File: src/rtl/seg7_pkg.sv
// Shared constants for the multiplexed 7-segment display driver.
// Segment codes are active-low, bit order {g,f,e,d,c,b,a}.
package seg7_pkg;

    localparam logic [6:0] SEG_OFF = 7'h7F;

    localparam logic [15:0][6:0] SEG_LUT = {
        7'b0001110,
        7'b0000110,
        7'b0100001,
        7'b1000110,
        7'b0000011,
        7'b0001000,
        7'b0010000,
        7'b0000000,
        7'b1111000,
        7'b0000010,
        7'b0010010,
        7'b0011001,
        7'b0110000,
        7'b0100100,
        7'b1111001,
        7'b1000000
    };

    function automatic int idx_w(input int n);
        return (n <= 2) ? 1 : $clog2(n);
    endfunction

endpackage

File: src/rtl/seg7_hex_decode.sv
// Nibble to active-low 7-segment pattern.
// With hex_en low, nibbles 10-15 decode to blank.
module seg7_hex_decode
    import seg7_pkg::*;
(
    input  logic [3:0] nibble,
    input  logic       hex_en,
    output logic [6:0] seg_n
);

    always_comb begin
        seg_n = SEG_LUT[nibble];
        if (!hex_en && nibble > 4'd9)
            seg_n = SEG_OFF;
    end

endmodule

File: src/rtl/seg7_scan_driver.sv
// Time-multiplexed multi-digit 7-segment driver with double-buffered
// data, leading-zero suppression and anode dead time.
module seg7_scan_driver
    import seg7_pkg::*;
#(
    parameter int DIGITS      = 4,
    parameter int SLOT_CYC    = 50000,
    parameter int DEAD_CYC    = 2,
    parameter int HEX_EN      = 1,
    parameter int SEG_ACT_LOW = 1,
    parameter int AN_ACT_LOW  = 1
) (
    input  logic                  clk,
    input  logic                  rst_n,
    input  logic [4*DIGITS-1:0]   value,
    input  logic [DIGITS-1:0]     blank,
    input  logic [DIGITS-1:0]     dp,
    input  logic                  lz_en,
    input  logic                  load,
    output logic [6:0]            seg,
    output logic                  dp_out,
    output logic [DIGITS-1:0]     an,
    output logic                  frame
);

    localparam int DW = idx_w(DIGITS);
    localparam int CW = $clog2(SLOT_CYC);

    localparam logic [CW-1:0]     SLOT_LAST = CW'(SLOT_CYC - 1);
    localparam logic [CW-1:0]     DEAD_END  = CW'(DEAD_CYC);
    localparam logic [DW-1:0]     DIG_LAST  = DW'(DIGITS - 1);
    localparam logic [DIGITS-1:0] AN_OFF    = {DIGITS{AN_ACT_LOW != 0}};
    localparam logic [6:0]        SEG_IDLE  = (SEG_ACT_LOW != 0) ? SEG_OFF : ~SEG_OFF;
    localparam logic              DP_IDLE   = (SEG_ACT_LOW != 0);

    logic [CW-1:0]       slot_cnt;
    logic [DW-1:0]       dig_idx;
    logic                slot_wrap;
    logic                frame_wrap;

    logic [4*DIGITS-1:0] pend_val,   act_val;
    logic [DIGITS-1:0]   pend_blank, act_blank;
    logic [DIGITS-1:0]   pend_dp,    act_dp;
    logic                pend_lz,    act_lz;

    logic [DIGITS-1:0]   lz_mask;
    logic                hi_zero;
    logic [3:0]          cur_nib;
    logic [6:0]          dec_n;
    logic [6:0]          seg_n_nxt;
    logic [DIGITS-1:0]   an_on;

    assign slot_wrap  = (slot_cnt == SLOT_LAST);
    assign frame_wrap = slot_wrap && (dig_idx == DIG_LAST);

    always_ff @(posedge clk or negedge rst_n) begin
        if (!rst_n) begin
            slot_cnt <= '0;
            dig_idx  <= '0;
        end else if (slot_wrap) begin
            slot_cnt <= '0;
            dig_idx  <= frame_wrap ? '0 : dig_idx + 1'b1;
        end else begin
            slot_cnt <= slot_cnt + 1'b1;
        end
    end

    // Active buffer only changes at the frame boundary, so a frame never tears.
    always_ff @(posedge clk or negedge rst_n) begin
        if (!rst_n) begin
            pend_val   <= '0;
            pend_blank <= '0;
            pend_dp    <= '0;
            pend_lz    <= 1'b0;
            act_val    <= '0;
            act_blank  <= '0;
            act_dp     <= '0;
            act_lz     <= 1'b0;
        end else begin
            if (load) begin
                pend_val   <= value;
                pend_blank <= blank;
                pend_dp    <= dp;
                pend_lz    <= lz_en;
            end
            if (frame_wrap) begin
                act_val    <= pend_val;
                act_blank  <= pend_blank;
                act_dp     <= pend_dp;
                act_lz     <= pend_lz;
            end
        end
    end

    always_comb begin
        hi_zero = 1'b1;
        lz_mask = '0;
        for (int k = DIGITS - 1; k >= 0; k--) begin
            hi_zero    = hi_zero && (act_val[4*k +: 4] == 4'd0);
            lz_mask[k] = act_lz && hi_zero && (k != 0);
        end
    end

    assign cur_nib = act_val[{dig_idx, 2'b00} +: 4];

    seg7_hex_decode u_dec (
        .nibble (cur_nib),
        .hex_en (HEX_EN != 0),
        .seg_n  (dec_n)
    );

    always_comb begin
        seg_n_nxt = dec_n;
        if (act_blank[dig_idx] || lz_mask[dig_idx])
            seg_n_nxt = SEG_OFF;
        an_on = '0;
        if (slot_cnt >= DEAD_END)
            an_on = DIGITS'(1) << dig_idx;
    end

    always_ff @(posedge clk or negedge rst_n) begin
        if (!rst_n) begin
            seg    <= SEG_IDLE;
            dp_out <= DP_IDLE;
            an     <= AN_OFF;
            frame  <= 1'b0;
        end else begin
            seg    <= (SEG_ACT_LOW != 0) ? seg_n_nxt : ~seg_n_nxt;
            dp_out <= (SEG_ACT_LOW != 0) ? ~act_dp[dig_idx] : act_dp[dig_idx];
            an     <= (AN_ACT_LOW != 0) ? ~an_on : an_on;
            frame  <= (slot_cnt == '0) && (dig_idx == '0);
        end
    end

endmodule

File: config.mk
export PLATFORM = sky130hd
export DESIGN_NAME = seg7_scan_driver
export DESIGN_NICKNAME = d
export VERILOG_FILES = /design/src/rtl/seg7_pkg.sv /design/src/rtl/seg7_hex_decode.sv /design/src/rtl/seg7_scan_driver.sv
export SDC_FILE = /design/constraint.sdc
export NUM_CORES = 1
export LEC_CHECK = 0
export ABC_AREA = 1
export CORE_MARGIN = 2
export CORE_UTILIZATION = 57
export DETAILED_ROUTE_END_ITERATION = 12
export PLACE_DENSITY = 0.82
export SLEW_MARGIN = 40
export SYNTH_ARGS = -nofsm -noshare
export SYNTH_HDL_FRONTEND = slang
export SYNTH_SLANG_ARGS = --single-unit
File: constraint.sdc
create_clock -name clk -period 2.4 [get_ports clk]
set_clock_uncertainty 0.05 [all_clocks]
set_input_delay 0.6 -clock clk [delete_from_list [all_inputs] [get_ports clk]]
set_output_delay 0.6 -clock clk [all_outputs]
set_load 0.005 [all_outputs]
==> qor.csv, run 1 <==
metric,value,unit
FMAX,493,MHz
vias per std cell,5.35,
TritonCTS buffer count,9,
#FFs+latches synth,81,
TritonCTS clock tree,done,
hold bufs inserted after CTS,0,
met2 Track Usage GR,0.361,
via count,3036,
Total Power,2.68,mW
Relative slew margins,0.639,
Fin Setup TNS,0,ns
RSZ-0062 raised after global routing,false,
flip-flop and latch area,0.00204,mm2
global route overflow,0,
Top Usage Layer GRT,met2,
Root Buffer,clkbuf_8,
Clock Sinks,81,
Startpoint Class,flip-flop,
syn nets,481,
H-tree depth,3,
Total GRT Usage,0.221,
Final Core Density,0.688,
Post-DRT Antenna Nets,0,
core area,0.00672,mm2
Max Cap Violations,0,
Synth Instances,440,
Ys Warns,0,
Setup CP Type,reg -> out,
Final Max Slew Viols,0,
grt met3 use,0.0531,
final wirelength,7490,um
Power Density,580,mW/mm2
CP top delay family,flip-flops,
placed cell count,551,
met1 Track Usage GR,0.288,
crit-path cells,clkdlybuf4s50_1,
drt first-iter violations,190,
antenna violations before repair,0,
slowest CP cell,dfstp_2,
starting density of the core,0.585,
I/O Buffers,40,
# diodes,0,
hpwl dp,5330,um
"most common cell after layout, fill and taps aside",nand2_1,
Post-Layout Cell Count,567,
drt pass-1 iters,4,
fillers,522,
crit path time final,2.03,ns
synth unique cells,30,
most frequent cells in the layout,"nand2_1, dfrtp_1, nand3_1, nor2_1, clkdlybuf4s50_1",
Static Leakage,2.29,nW
CTS resizes,0,
actual slew at the worst max-slew pin,0.541,ns
Final #Nets,523,
VDD IR-drop max,0.000368,V
share of layout cells above drive strength 1,0.144,
Placer Congestion,0.910,
Buf/Inv on CP,1,
count of final setup violators,0,
"Reg clk slew, reported paths",0.09,ns
crit path DAT,1.38,ns
final hold vios,0,
DRC Markers,0,
sequential share of the synthesized area,0.520,
cell row count,30,
Die Width,87.0,um
number of global-route vias before repair,2931,
Fin Hold WS,0.172,ns
synthesized area,0.00393,mm2
Post-CTS Setup Inserts,0,
Max clock buf depth,2,
HP Class,in -> async,
area of the multi-input gates,0.00169,mm2
Area Overhead vs Synth,17.6,%
Max stage delay on crit path,0.52,ns
boundary pin count,41,
per-cell routed wire length,13.2,um
first-pass GRT wire length,13100,um
CP required,1.75,ns
largest net degree at the start of global routing,44,
status,completed,
critical path peak fanout,1,
full die area,0.00758,mm2
CP Capture Type,output port,
syn_area_per_cell,8.93,um2
Die Ht,87.0,um
fin crit share,0.845,
insertion delay to the later sink of the worst-skew pair,0.36,ns
## routing by layer
layer  vias to the layer above  wire [um]  share of wire
met3                        12        356          0.048
met4                         0        118          0.016
met5                         -          0              0
met1                      1439       3370           0.45
met2                        81       3650           0.49
li1                       1504          -              -
## power by group
group          leakage, nW  internal, mW  switching, mW  total, mW
clock                0.110         0.596          0.527       1.12
combinational         1.17        0.0796         0.0486      0.128
sequential            1.02          1.41         0.0239       1.43
## stage by stage
stage	cell area (um2)	setup WS [ns]
floorplan	3930	0.658
global placement	4400	0.504
detailed placement	4400	0.443
CTS	4620	0.353
global route	4620	0.239
finish	4620	0.372
## cells in the mapped netlist, drive strengths merged
master | number | area share
a32o | 1 | 0.0025
dfrtp | 69 | 0.44
xor2 | 7 | 0.016
inv | 30 | 0.029
nor2 | 42 | 0.045
nand3 | 63 | 0.080
xnor2 | 1 | 0.0022
o21ai | 6 | 0.0076
nor3 | 4 | 0.0051
or2 | 2 | 0.0032
nor3b | 1 | 0.0019
buf | 11 | 0.019
ha | 13 | 0.041
a21oi | 3 | 0.0038
nor4 | 1 | 0.0016
and3 | 1 | 0.0016
nand2 | 139 | 0.14
o21bai | 1 | 0.0019
nand4 | 4 | 0.0080
mux2 | 25 | 0.072
dfstp | 12 | 0.080
clkbuf | 4 | 0.0038
## cells by family (layout without fill, tap and decap cells)
kind of cell / after synthesis / after routing / share of synthesized area
adders and majority gates: 13 / 13 / 0.0414
AOI/OAI and AO/OA: 11 / 11 / 0.0159
and+or+nand+nor: 257 / 257 / 0.282
DFF: 81 / 81 / 0.520
muxes: 25 / 25 / 0.0716
buffers and inverters: 45 / 92 / 0.0516
xor gates and xnor gates: 8 / 8 / 0.0178
## cell type report
cell class / instances / share of cell area
Tap cell: 80 / 0.0217
Clock inverter: 7 / 0.0222
Timing Repair Buffer: 46 / 0.0985
Clock buffer: 9 / 0.0268
Inverter: 30 / 0.0244
Sequential cell: 81 / 0.442
Multi-Input combinational cell: 314 / 0.365
## state kept, by name, summed over array words and instances, names as in the netlist
signal	count
act_blank	4
act_dp	4
act_lz	1
act_val	16
an	4
dig_idx	2
dp_out	1
frame	1
pend_blank	4
pend_dp	4
pend_lz	1
pend_val	16
seg	7
slot_cnt	16
## path summary, 6_finish.rpt
kind | from | to | slack, ns | cells after the start
max | an[0] | an[0] | 0.37 | 1
min | rst_n | act_lz | 0.17 | 1
max reg2reg | dig_idx[1] | seg[5] | 0.41 | 9
min reg2reg | act_val[7] | act_val[7] | 0.43 | 2
max in group asynchronous | rst_n | dp_out | 1.46 | 2
min in group clk | act_val[7] | act_val[7] | 0.43 | 2
No activity file was read; power rests on OpenSTA's default activity.
==> run 2: changes to the inputs <==
Clock period 2.4 ns to 1.98 ns, I/O delays scaled along.
==> run 2 against run 1 <==
Flip-flop and latch count unchanged. Register-to-register slack worse by 0.23 ns. Power up 16%. Largest cell class unchanged. Sequential share of layout area down 0.64 points. Critical path type unchanged. Non-clock buffer count up 5. Design area up 1.5%.
==> qor.csv, run 2 (synthesis gave the netlist of run 1 again) <==
metric,value,unit,change
Max stage delay on crit path,0.52,ns,about the same
status,completed,,
# diodes,0,,unchanged
HP Class,in -> async,,
Static Leakage,2.30,nW,about the same
largest net degree at the start of global routing,34,,-23%
Post-Layout Cell Count,572,,+0.88%
per-cell routed wire length,13.6,um,+2.6%
H-tree depth,3,,unchanged
Setup Slack @ Placement,0.212,ns,-0.231 ns
number of global-route vias before repair,3008,,+2.6%
worst r2r src,slot_cnt[1],,
crit path DAT,1.36,ns,-0.02 ns
crit path time final,1.91,ns,
hpwl dp,5460,um,+2.4%
Relative slew margins,0.700,,+0.0605
VDD IR-drop max,0.000454,V,+24%
RSZ-0062 raised after global routing,false,,
hold bufs inserted after CTS,0,,unchanged
vias per std cell,5.38,,+0.53%
CP Capture Type,output port,,
Buf/Inv on CP,1,,unchanged
placed cell count,556,,+0.91%
Setup CP Type,reg -> out,,
Final #Nets,528,,+0.96%
Max clock buf depth,2,,unchanged
TritonCTS buffer count,9,,unchanged
drt first-iter violations,128,,-33%
Placer Congestion,0.914,,+0.37%
DRC Markers,0,,unchanged
R2R depth,8,,-1
drt pass-1 iters,4,,unchanged
Startpoint Class,flip-flop,,
CP top delay family,flip-flops,,
critical path peak fanout,1,,unchanged
Top Registers,"act_val: 16 flops, pend_val: 16 flops, slot_cnt: 16 flops",,
final wirelength,7760,um,+3.5%
Power Density,665,mW/mm2,+15%
via count,3079,,+1.4%
reg-to-reg endpoint,act_val[5],,
slowest CP cell,dfstp_2,,
Max Cap Violations,0,,unchanged
count of final setup violators,0,,unchanged
"Reg clk slew, reported paths",0.08,ns,about the same
Root Buffer,clkbuf_8,,
Die Width,87.0,um,unchanged
boundary pin count,41,,unchanged
"most common cell after layout, fill and taps aside",nand2_1,,
grt met3 use,0.0682,,+0.0152
global route overflow,0,,unchanged
PnR worst setup slack,0.0740,ns,-0.298 ns
starting density of the core,0.585,,unchanged
first-pass GRT wire length,13500,um,+3.1%
I/O Buffers,40,,unchanged
fin crit share,0.963,,
cell row count,30,,unchanged
TritonCTS clock tree,done,,
final hold vios,0,,unchanged
Top Usage Layer GRT,met2,,
Total GRT Usage,0.229,,+0.00798
most frequent cells in the layout,"nand2_1, dfrtp_1, nand3_1, nor2_1, clkdlybuf4s50_1",,
CP required,1.43,ns,-0.32 ns
crit-path cells,clkdlybuf4s50_1,,
Post-CTS Setup Inserts,0,,unchanged
Fin Setup TNS,0,ns,unchanged
actual slew at the worst max-slew pin,0.450,ns,-0.0908 ns
met2 Track Usage GR,0.374,,+0.0132
met1 Track Usage GR,0.286,,-0.00277
Reg2Reg Setup Slack,0.18,ns,-0.23 ns
Clock Sinks,81,,unchanged
full die area,0.00758,mm2,unchanged
Die Ht,87.0,um,unchanged
Area Overhead vs Synth,19.3,%,
core area,0.00672,mm2,unchanged
share of layout cells above drive strength 1,0.152,,+0.00870
Final Max Slew Viols,0,,unchanged
Post-DRT Antenna Nets,0,,unchanged
antenna violations before repair,0,,unchanged
insertion delay to the later sink of the worst-skew pair,0.36,ns,about the same
FMAX,525,MHz,
[run 2: report_power, final]
part / switching (mW) / internal, mW / leakage [nW]
Sequential: 0.0280 / 1.71 / 1.02
Clock: 0.602 / 0.624 / 0.0962
Combinational: 0.0601 / 0.101 / 1.18
[run 2: final cells by class]
type | instances | area [um2]
sequential | 81 | 2040
fill | 493 | 2030
multi-input combinational | 314 | 1690
timing repair buffer | 51 | 533
clock buffer | 11 | 141
inverter | 30 | 116
tap | 80 | 100
clock inverter | 5 | 62.6
[run 2: how the worst max path moves through the flow]
stage                startpoint           to  depth (start not counted)
floorplan            dig_idx[1]       seg[5]                         11
global placement           load  pend_val[3]                          3
detailed placement   dig_idx[1]       seg[5]                          9
CTS                      dp_out       dp_out                          1
global route        slot_cnt[1]   act_val[5]                          8
finish                   seg[1]       seg[1]                          1
[run 2: repair_timing]
item / CTS / global route
endpoints found under the setup margin: 0 / 4
hold endpoints to repair: 0 / 0
resized for setup: 0 / 3
[run 2: metal layers]
metal  wire [um]  vias to the layer above
li1            -                     1503
met2        3870                       86
met3         386                       21
met1        3310                     1469
met4         194                        0
met5           0                        -
[run 2: per-stage QoR]
step / total power [mW] / hold WS (ns) / area (um2) / utilization
4_1_cts: 3.15 / 0.0451 / 4670 / 0.696
3_5_place_dp: 1.93 / 0.411 / 4470 / 0.665
2_1_floorplan: 1.82 / 0.149 / 3930 / -
6_report: 3.12 / 0.0229 / 4690 / 0.698
5_1_grt: 3.25 / 0.0461 / 4690 / 0.698
3_3_place_gp: 1.92 / 0.407 / 4470 / 0.665
==> run 3: changes to the inputs <==
Settings changed: CORE_UTILIZATION 57 to 51, PLACE_DENSITY 0.82 to 0.78, SLEW_MARGIN 40 to 30.
Clock period 1.98 ns to 1.7 ns, I/O delays scaled along.
==> run 3 against run 2 <==
Core utilization shrank 4.0 points. Critical path depth up 8. Design area increased by 6.8%. Flip-flop and latch count stayed put. Sequential power up 17%. First-iteration DRC count decreased by 5.5%. Wire length increased by 12%.
==> qor.csv, run 3 (synthesis gave the netlist of run 1 again) <==
metric,value,unit,change
VDD IR-drop max,0.000543,V,+20%
fin crit share,0.986,,
starting density of the core,0.517,,-0.0683
largest net degree at the start of global routing,31,,-8.8%
hpwl dp,5600,um,+2.5%
Fin Setup TNS,0,ns,unchanged
Reg2Reg Setup Slack,0.02,ns,-0.16 ns
fillers,607,,+23%
Max clock buf depth,2,,unchanged
HP Class,reg -> reg,,
Post-DRT Antenna Nets,0,,unchanged
core area,0.00761,mm2,+13%
Die Width,91.8,um,+5.5%
via count,3190,,+3.6%
Clock Sinks,81,,unchanged
status,completed,,
Root Buffer,clkbuf_8,,
share of layout cells above drive strength 1,0.216,,+0.0639
FMAX,597,MHz,
number of global-route vias before repair,3098,,+3.0%
critical path peak fanout,13,,+12
flip-flop and latch area,0.00204,mm2,about the same
DRC Markers,0,,unchanged
I/O Buffers,40,,unchanged
Max Cap Violations,0,,unchanged
actual slew at the worst max-slew pin,0.375,ns,-0.0758 ns
"Reg clk slew, reported paths",0.09,ns,about the same
full die area,0.00842,mm2,+11%
TritonCTS buffer count,9,,unchanged
Relative slew margins,0.748,,+0.0479
antenna violations before repair,0,,unchanged
Total GRT Usage,0.203,,-0.0259
CP most frequent cell,nor2_4,,
"most common cell after layout, fill and taps aside",nand2_1,,
most frequent cells in the layout,"nand2_1, dfrtp_1, nand3_1, nor2_1, inv_1",,
area of the multi-input gates,0.00179,mm2,+5.6%
Setup CP Type,reg -> reg,,
crit path DAT,1.93,ns,+0.57 ns
final wirelength,8670,um,+12%
Power Density,731,mW/mm2,+9.9%
Placer Congestion,0.918,,+0.50%
final hold vios,0,,unchanged
Area Overhead vs Synth,27.4,%,
Static Leakage,2.49,nW,+8.4%
crit path time final,1.68,ns,
global route overflow,0,,unchanged
Max stage delay on crit path,0.37,ns,-0.15 ns
CP required,1.96,ns,+0.53 ns
Total Power,3.66,mW,+17%
vias per std cell,5.19,,-3.6%
CP Capture Type,flip-flop,,
cell row count,32,,+6.7%
Startpoint Class,flip-flop,,
H-tree depth,3,,unchanged
Die Ht,91.8,um,+5.5%
drt first-iter violations,121,,-5.5%
per-cell routed wire length,14.1,um,+4.0%
first-pass GRT wire length,13600,um,+1.0%
insertion delay to the later sink of the worst-skew pair,0.36,ns,about the same
Top Registers,"act_val: 16 flops, pend_val: 16 flops, slot_cnt: 16 flops",,
Final Max Slew Viols,0,,unchanged
crit-path cells,ha_2 > nand2_4 > nor2_4 > nand4_4 > nor2_4 > buf_12 > clkbuf_16 > nand3_1 > nand2_1,,
# diodes,0,,unchanged
drt pass-1 iters,4,,unchanged
slowest CP cell,dfrtp_1,,
boundary pin count,41,,unchanged
count of final setup violators,0,,unchanged
Final #Nets,549,,+4.0%
TritonCTS clock tree,done,,
[run 3: changes by cell type in the layout (fill, tap and decap cells not counted), moves of 5 or more]
cell	before	now
clkdlybuf4s50_1	38	26
buf_4	8	22
ha_1	13	8
dlygate4sd2_1	0	12
[run 3: metal layers]
metal  wire, um  share of wire  up-vias  track usage
li1           -              -     1548            -
met1       3750           0.43     1549        0.250
met2       4460           0.51       77        0.345
met3        342          0.039       16       0.0427
met4        119          0.014        0       0.0883
met5          0              0        -            0
[run 3: metrics by stage]
stage	hold WS (ns)	util	instances	setup slack, ns	cell area, um2
detailed placement	0.316	0.600	587	0.0173	4570
global placement	0.320	0.600	587	0.0711	4570
finish	0.421	0.658	615	0.0242	5010
CTS	0.427	0.630	607	0.0265	4790
global route	0.467	0.658	615	-0.0448	5010
floorplan	0.0794	-	440	0.0373	3940
[run 3: worst paths after layout]
path / startpoint / end / cells past startpoint
setup / recovery: slot_cnt[0] / act_blank[0] / 9
hold / removal: act_val[3] / act_val[3] / 2
setup reg to reg: slot_cnt[0] / act_blank[0] / 9
hold reg to reg: act_val[3] / act_val[3] / 2
max in group asynchronous: rst_n / dp_out / 3
min in group asynchronous: rst_n / slot_cnt[12] / 2
[run 3: area by class of cell]
cell class,instances,share of cell area
Multi-Input combinational cell,315,0.357
Clock inverter,6,0.0135
Sequential cell,81,0.408
Inverter,30,0.0230
Clock buffer,10,0.0275
Timing Repair Buffer,71,0.145
Tap cell,102,0.0255
[run 3: what timing repair did]
item	4_1_cts	5_1_grt
setup endpoints to repair	14	27
hold buffers	1	0
gates cloned	0	3
gates resized for setup	13	25
buffers inserted	3	5
endpoints found under the hold margin	13	0
pin swaps	1	5
[run 3: power by group]
group	switching, mW	total (mW)	internal (mW)
Clock	0.729	1.45	0.720
Combinational	0.0705	0.191	0.120
Sequential	0.0332	2.02	1.99
Total	0.833	3.66	2.83
[run 3: worst max-delay path, delay by kind of cell (launching register included)]
family,cells,cell delay (ns)
DFF,1,0.37
buffers and inverters,2,0.32
adders and majority gates,1,0.22
and+or+nand+nor,6,0.66
